[config.mk]
export PLATFORM = sky130hd
export DESIGN_NAME = reg_share_arbiter
export DESIGN_NICKNAME = d
export VERILOG_FILES = /design/src/rtl/reg_share_arbiter.sv
export SDC_FILE = /design/constraint.sdc
export NUM_CORES = 1
export LEC_CHECK = 0
export CAP_MARGIN = 10
export CORE_ASPECT_RATIO = 1.2
export CORE_MARGIN = 4
export CORE_UTILIZATION = 40
export CTS_BUF_LIST = sky130_fd_sc_hd__clkbuf_8
export DETAILED_ROUTE_END_ITERATION = 12
export GPL_TIMING_DRIVEN = 0
export PLACE_DENSITY = 0.75
export SYNTH_ARGS = -nofsm -noshare
export SYNTH_HDL_FRONTEND = slang
export SYNTH_SLANG_ARGS = --single-unit
[constraint.sdc]
create_clock -name clk -period 1.3 [get_ports clk]
set_input_delay 0.325 -clock clk [delete_from_list [all_inputs] [get_ports clk]]
set_output_delay 0.325 -clock clk [all_outputs]
set_load 0.005 [all_outputs]
[src/rtl/reg_share_arbiter.sv]
// Two-requester arbiter guarding one shared data register.
// A requester wins the register in IDLE, gets exactly one LOAD cycle in which
// its data is captured, then holds ownership in WAIT until it drops its request.
// Simultaneous requests are resolved by a round-robin pointer that flips to the
// non-owner after every completed load.
module reg_share_arbiter #(
    parameter int unsigned WIDTH = 8
) (
    input  logic             clk,
    input  logic             rst,
    input  logic             req_a,
    input  logic [WIDTH-1:0] data_a,
    input  logic             req_b,
    input  logic [WIDTH-1:0] data_b,
    output logic             gnt_a,
    output logic             gnt_b,
    output logic [WIDTH-1:0] q,
    output logic             busy,
    output logic [7:0]       load_cnt
);

    typedef enum logic [1:0] {
        StIdle = 2'd0,
        StLoad = 2'd1,
        StWait = 2'd2
    } state_e;

    state_e           state_q, state_d;
    logic             owner_q, owner_d;  // 0 = A, 1 = B
    logic             prio_q, prio_d;    // 0 = A first, 1 = B first
    logic [WIDTH-1:0] q_q, q_d;
    logic [7:0]       cnt_q, cnt_d;
    logic             gnt_a_q, gnt_b_q, busy_q;
    logic             owner_req;

    // Next-state, capture and arbitration logic.
    always_comb begin
        state_d   = state_q;
        owner_d   = owner_q;
        prio_d    = prio_q;
        q_d       = q_q;
        cnt_d     = cnt_q;
        owner_req = owner_q ? req_b : req_a;
        case (state_q)
            StIdle: begin
                if (req_a && req_b) begin
                    owner_d = prio_q;
                    state_d = StLoad;
                end else if (req_a) begin
                    owner_d = 1'b0;
                    state_d = StLoad;
                end else if (req_b) begin
                    owner_d = 1'b1;
                    state_d = StLoad;
                end
            end
            StLoad: begin
                q_d     = owner_q ? data_b : data_a;
                prio_d  = ~owner_q;
                state_d = StWait;
                if (cnt_q != 8'hFF) begin
                    cnt_d = cnt_q + 8'd1;
                end
            end
            StWait: begin
                // Owner keeps the register until it releases; no timeout.
                if (!owner_req) begin
                    state_d = StIdle;
                end
            end
            default: begin
                state_d = StIdle;
            end
        endcase
    end

    // State register; grant/busy flops are loaded from next state so outputs
    // come straight from flops and line up with the state they describe.
    always_ff @(posedge clk) begin
        if (rst) begin
            state_q <= StIdle;
            owner_q <= 1'b0;
            prio_q  <= 1'b0;
            q_q     <= '0;
            cnt_q   <= 8'd0;
            gnt_a_q <= 1'b0;
            gnt_b_q <= 1'b0;
            busy_q  <= 1'b0;
        end else begin
            state_q <= state_d;
            owner_q <= owner_d;
            prio_q  <= prio_d;
            q_q     <= q_d;
            cnt_q   <= cnt_d;
            gnt_a_q <= (state_d != StIdle) && !owner_d;
            gnt_b_q <= (state_d != StIdle) && owner_d;
            busy_q  <= (state_d != StIdle);
        end
    end

    // Output drive.
    always_comb begin
        gnt_a    = gnt_a_q;
        gnt_b    = gnt_b_q;
        busy     = busy_q;
        q        = q_q;
        load_cnt = cnt_q;
    end

endmodule

# Word-level counts from Yosys, hierarchy flattened
# Cells that the tools add are included.
# totals
ff_bits	23
latch_bits	0
ramBits	0
rom_bits	0
in_bits	20
elab_cells	31
mem_count	0
# classes
addsub	1
n_mul	0
div_mod_pow	0
magnitude_cmp	0
n_eq_ne	3
n_shift	0
mux	11
bitwise_logic	1
reduce_logical	7
# op_table
op	count
$add A8 B1 Y8 const B	1
$mux W2	4
$mux W8	1
$ne A8 B8 Y1 const B	1
$pmux W2 S3	1
$mux W1	5
$logic_and A1 B1 Y1	3
$eq A2 B1 Y1 const B	1
$eq A2 B2 Y1 const B	1
$logic_not A2 Y1	1
$reduce_and A2 Y1	1
$reduce_bool A2 Y1	1
$logic_not A1 Y1	1
$not A1 Y1	1

# Longest topological paths before layout
# logic_depth
depth_word	6
ltp_mapped	5
ltp_nobuf	5

# Worst setup path after synthesis
# Ideal clock, no wire load.
# synth_path
kind	flip-flop to flip-flop
start	register cnt_q[0] (netlist: load_cnt[0])
end	register cnt_q[5] (netlist: load_cnt[5])
setup_time_ps	71
arrival_time_ps	1331
required_time_ps	1229
path_slack_ps	-102
path_stages_with_launch	6
path_buffers	0
period_less_slack_ps	1402
path_cell_list	dfxtp_1 -> ha_1 -> nand3_1 -> nor2_1 -> or4_1 -> a21oi_1
# synth_via
elab_chain_len	2
word_cells_on_any_way	3
classes_between	1 x add/sub; 1 x eq/ne; 1 x reduce/logical
# synth_rtl
item	line	text
start: declaration	32	logic [7:0] cnt_q, cnt_d;
start signal: assignment	94	cnt_q <= cnt_d;
branches (longest 2 deep; another with $add A8 B1 Y8)	n/a	
# Several ways; the timed one is not identified.
# A chain may end at the register's enable or synchronous reset.

# Worst setup path after layout
# Ends and elaborated chain as after synthesis.

==> impl_metrics.env <==
export IMPL_grt_max_degree=13
export IMPL_place_inst=178
export IMPL_setup_worst_path_start="load_cnt[0]"
export IMPL_irDropWorstVdd_v=0.0006327
export IMPL_drt_first_pass_iters=4
export IMPL_drt_iter0_drc=18
export IMPL_grt_setup_unrepaired="yes"
export IMPL_area_growth_syn_to_layout_pct=64.99
export IMPL_stdcell_area_um2=1645
export IMPL_worstPathRequired_ns=1.50
export IMPL_synthCells=109
export IMPL_syn_nets=130
export IMPL_core_area_um2=2330
export IMPL_hold_depth=2
export IMPL_worst_pin_slew_ns=0.4050
export IMPL_cp_end_kind="flip-flop"
export IMPL_netlist_area_um2=997.2
export IMPL_reg2reg_depth=6
export IMPL_finalNetCount=187
export IMPL_min_from="q[4]"
export IMPL_violations="negative setup slack"
export IMPL_synth_avg_cell_area_um2=9.149
export IMPL_min_to="q[4]"
export IMPL_io_pin_count=39
export IMPL_crit_type="reg2reg"
export IMPL_worstReg2RegStart="load_cnt[0]"
export IMPL_ant_nets=0
export IMPL_power_density_nw_per_um2=951.9
export IMPL_dpl_instance_area_um2=1441
export IMPL_die_x_um=53.58
export IMPL_min_period_over_period_pct=112.5
export IMPL_cts_htree_levels=1
export IMPL_die_h_um=62.70
export IMPL_register_area_um2=484.2
export IMPL_period_minus_slack_ns=1.463
export IMPL_fin_skew_ns=0.006375
export IMPL_cp_num_buf_inv=1
export IMPL_numCtsBuffers=3
export IMPL_grt_pass1_wl_mm=4.091
export IMPL_ys_seq_elements=23
export IMPL_slew_headroom_pct=73.00
export IMPL_grtUsageMet3_pct=4.535
export IMPL_port_buffers=38
export IMPL_gp_congestion=0.7401
export IMPL_max_cap_viol_count=0
export IMPL_r2r_end="load_cnt[5]"
export IMPL_rrSetupSlack_ns=-0.16
export IMPL_clock_sinks=23
export IMPL_fill_cells=200
export IMPL_critical_path_top_delay_family="simple AND/OR/NAND/NOR gates"
export IMPL_start_util_pct=42.80
export IMPL_drive_gt1_share_pct=27.27
export IMPL_gr_usage_met2_pct=28.07
export IMPL_hpwl_mm=1.753
export IMPL_insertion_delay_ns=0.27
export IMPL_num_vias=1037
export IMPL_stdcell_count=196
export IMPL_fin_ws_ns=-0.1625
export IMPL_ys_warn_count=0
export IMPL_setup_viol=7
export IMPL_grt_total_usage_pct=16.56
export IMPL_gr_max_usage_layer="met2"
export IMPL_cts_root_buf="clkbuf_8"
export IMPL_antenna_found_initial=0
export IMPL_cts_tree="built"
export IMPL_leakagePower_uw=0.0007073
export IMPL_clock_path_buffers=2
export IMPL_fmax_mhz=683.7
export IMPL_final_cell_mix="nor2_1, dlygate4sd2_1, clkdlybuf4s50_1"
export IMPL_slew_viol_final=0
export IMPL_multiInputGateArea_um2=555.5
export IMPL_die_area_um2=3359
export IMPL_clk_pin_slew_worst_paths_ns=0.08
export IMPL_cp_start_kind="flip-flop"
export IMPL_crit_path_max_fanout=4
export IMPL_cp_slowest_cell="or4_4"
export IMPL_gr_total_overflow=0
export IMPL_slowest_delay_ns=0.48
export IMPL_ys_seq_area_share_pct=46.17
export IMPL_wl_per_cell_um=13.67
export IMPL_cp_depth=6
export IMPL_dpl_worst_slack_ns=-0.5738
export IMPL_avgViaCountPerCell=5.291
export IMPL_num_antenna_cells=0
export IMPL_drc=0
export IMPL_hold_path_class="reg2reg"
export IMPL_cp_arrival_ns=1.66
export IMPL_grt_pass1_vias=985
export IMPL_synth_cell_types=28
export IMPL_cp_cell_sequence="buf_6 > ha_4 > nand3_4 > nor2_4 > or4_4 > a21oi_2"
export IMPL_rows=19
export IMPL_grtUsageMet1_pct=17.01
export IMPL_status="finished with violations"
export IMPL_hold_viol=0
export IMPL_wirelength_mm=2.680
logic make-up (layout without fill, tap and decap cells):
logic type | Yosys count | in the layout | synth area share [%]
AO/OA/AOI/OAI | 26 | 26 | 17.19
adder cells (fa/ha/maj) | 1 | 1 | 1.255
buffers and inverters | 9 | 65 | 3.512
flip-flops | 23 | 23 | 46.17
XOR/XNOR | 2 | 2 | 1.757
AND/OR/NAND/NOR | 38 | 38 | 20.07
multiplexers | 10 | 10 | 10.04
how the worst max path moves through the flow:
stage / end
after CTS: load_cnt[5]
after floorplan: load_cnt[5]
final: load_cnt[5]
after global routing: load_cnt[5]
after global placement: load_cnt[0]
after detailed placement: load_cnt[1]
layer usage:
layer,part of all wire (%),wire (um),vias to the layer above
li1,-,-,501
met5,0,0,-
met2,51,1376,45
met4,4.1,109,0
met1,37,991,478
met3,7.5,202,13
through the flow:
| stage | total power (uW) | setup TNS [ns] | hold slack [ns] | utilization (%) |
|---|---|---|---|---|
| floorplan | 965.1 | 0 | 0.4766 | - |
| global placement | 1133 | -7.032 | 0.4898 | 61.87 |
| detailed placement | 1142 | -7.088 | 0.4941 | 61.87 |
| CTS | 1563 | -0.1558 | 0.5028 | 68.58 |
| global route | 1651 | -0.8224 | 0.5271 | 70.62 |
| finish | 1566 | -0.4748 | 0.4985 | 70.62 |
power by group:
group	total, uW	leakage [uW]	internal [uW]	switching [uW]
Combinational	337	0.000486	189	148
Sequential	788	0.000195	756	32.1
Clock	441	0.0000269	211	230
Total	1570	0.000707	1160	410
area by class of cell:
class                      instances  area share (%)
buffer                             4           1.369
sequential                        23           29.43
clock inverter                     1          0.2281
inverter                           4          0.9125
tap                               31           2.357
timing repair buffer              53           29.43
multi-input combinational         77           33.76
clock buffer                       3           2.510
flip-flops by register name, indices dropped and copies added, names as in the netlist:
name / count
load_cnt: 8
q: 8
state_q: 2
busy: 1
gnt_a: 1
gnt_b: 1
owner_q: 1
prio_q: 1
Yosys cell counts:
master | count | share of area (%)
nand4_4 | 1 | 2.1
clkbuf_1 | 4 | 1.5
nor3b_1 | 2 | 1.5
a211oi_1 | 9 | 6.8
nand3_1 | 1 | 0.50
mux2i_1 | 10 | 10
a31o_2 | 1 | 0.88
dfxtp_1 | 23 | 46
o21a_1 | 1 | 0.75
ha_1 | 1 | 1.3
o211ai_1 | 2 | 1.5
a21oi_1 | 6 | 3.0
xor2_1 | 2 | 1.8
nor3_1 | 1 | 0.50
nor2b_1 | 2 | 1.3
inv_1 | 4 | 1.5
nand2_1 | 4 | 1.5
buf_2 | 1 | 0.50
and3_1 | 1 | 0.63
o21ai_0 | 5 | 2.5
or4_1 | 1 | 0.75
and4b_1 | 1 | 1.0
nand4_1 | 2 | 1.3
or3_1 | 1 | 0.63
o311a_1 | 1 | 1.0
o31ai_1 | 1 | 0.75
and2b_2 | 1 | 0.88
nor2_1 | 20 | 7.5
worst min-delay path, cell delays in order, from the launching register on:
cell and delay, ns:
dfxtp_1 0.31, nor2_1 0.09, a211oi_1 0.05
repair_timing:
| action | CTS | global route |
|---|---|---|
| endpoints found under the setup margin | 37 | 16 |
| pin swaps | 6 | 7 |
| gates resized for setup | 37 | 16 |
| hold buffers | 0 | 0 |
| buffers inserted | 14 | 3 |
(Power assumes the default switching activity.)
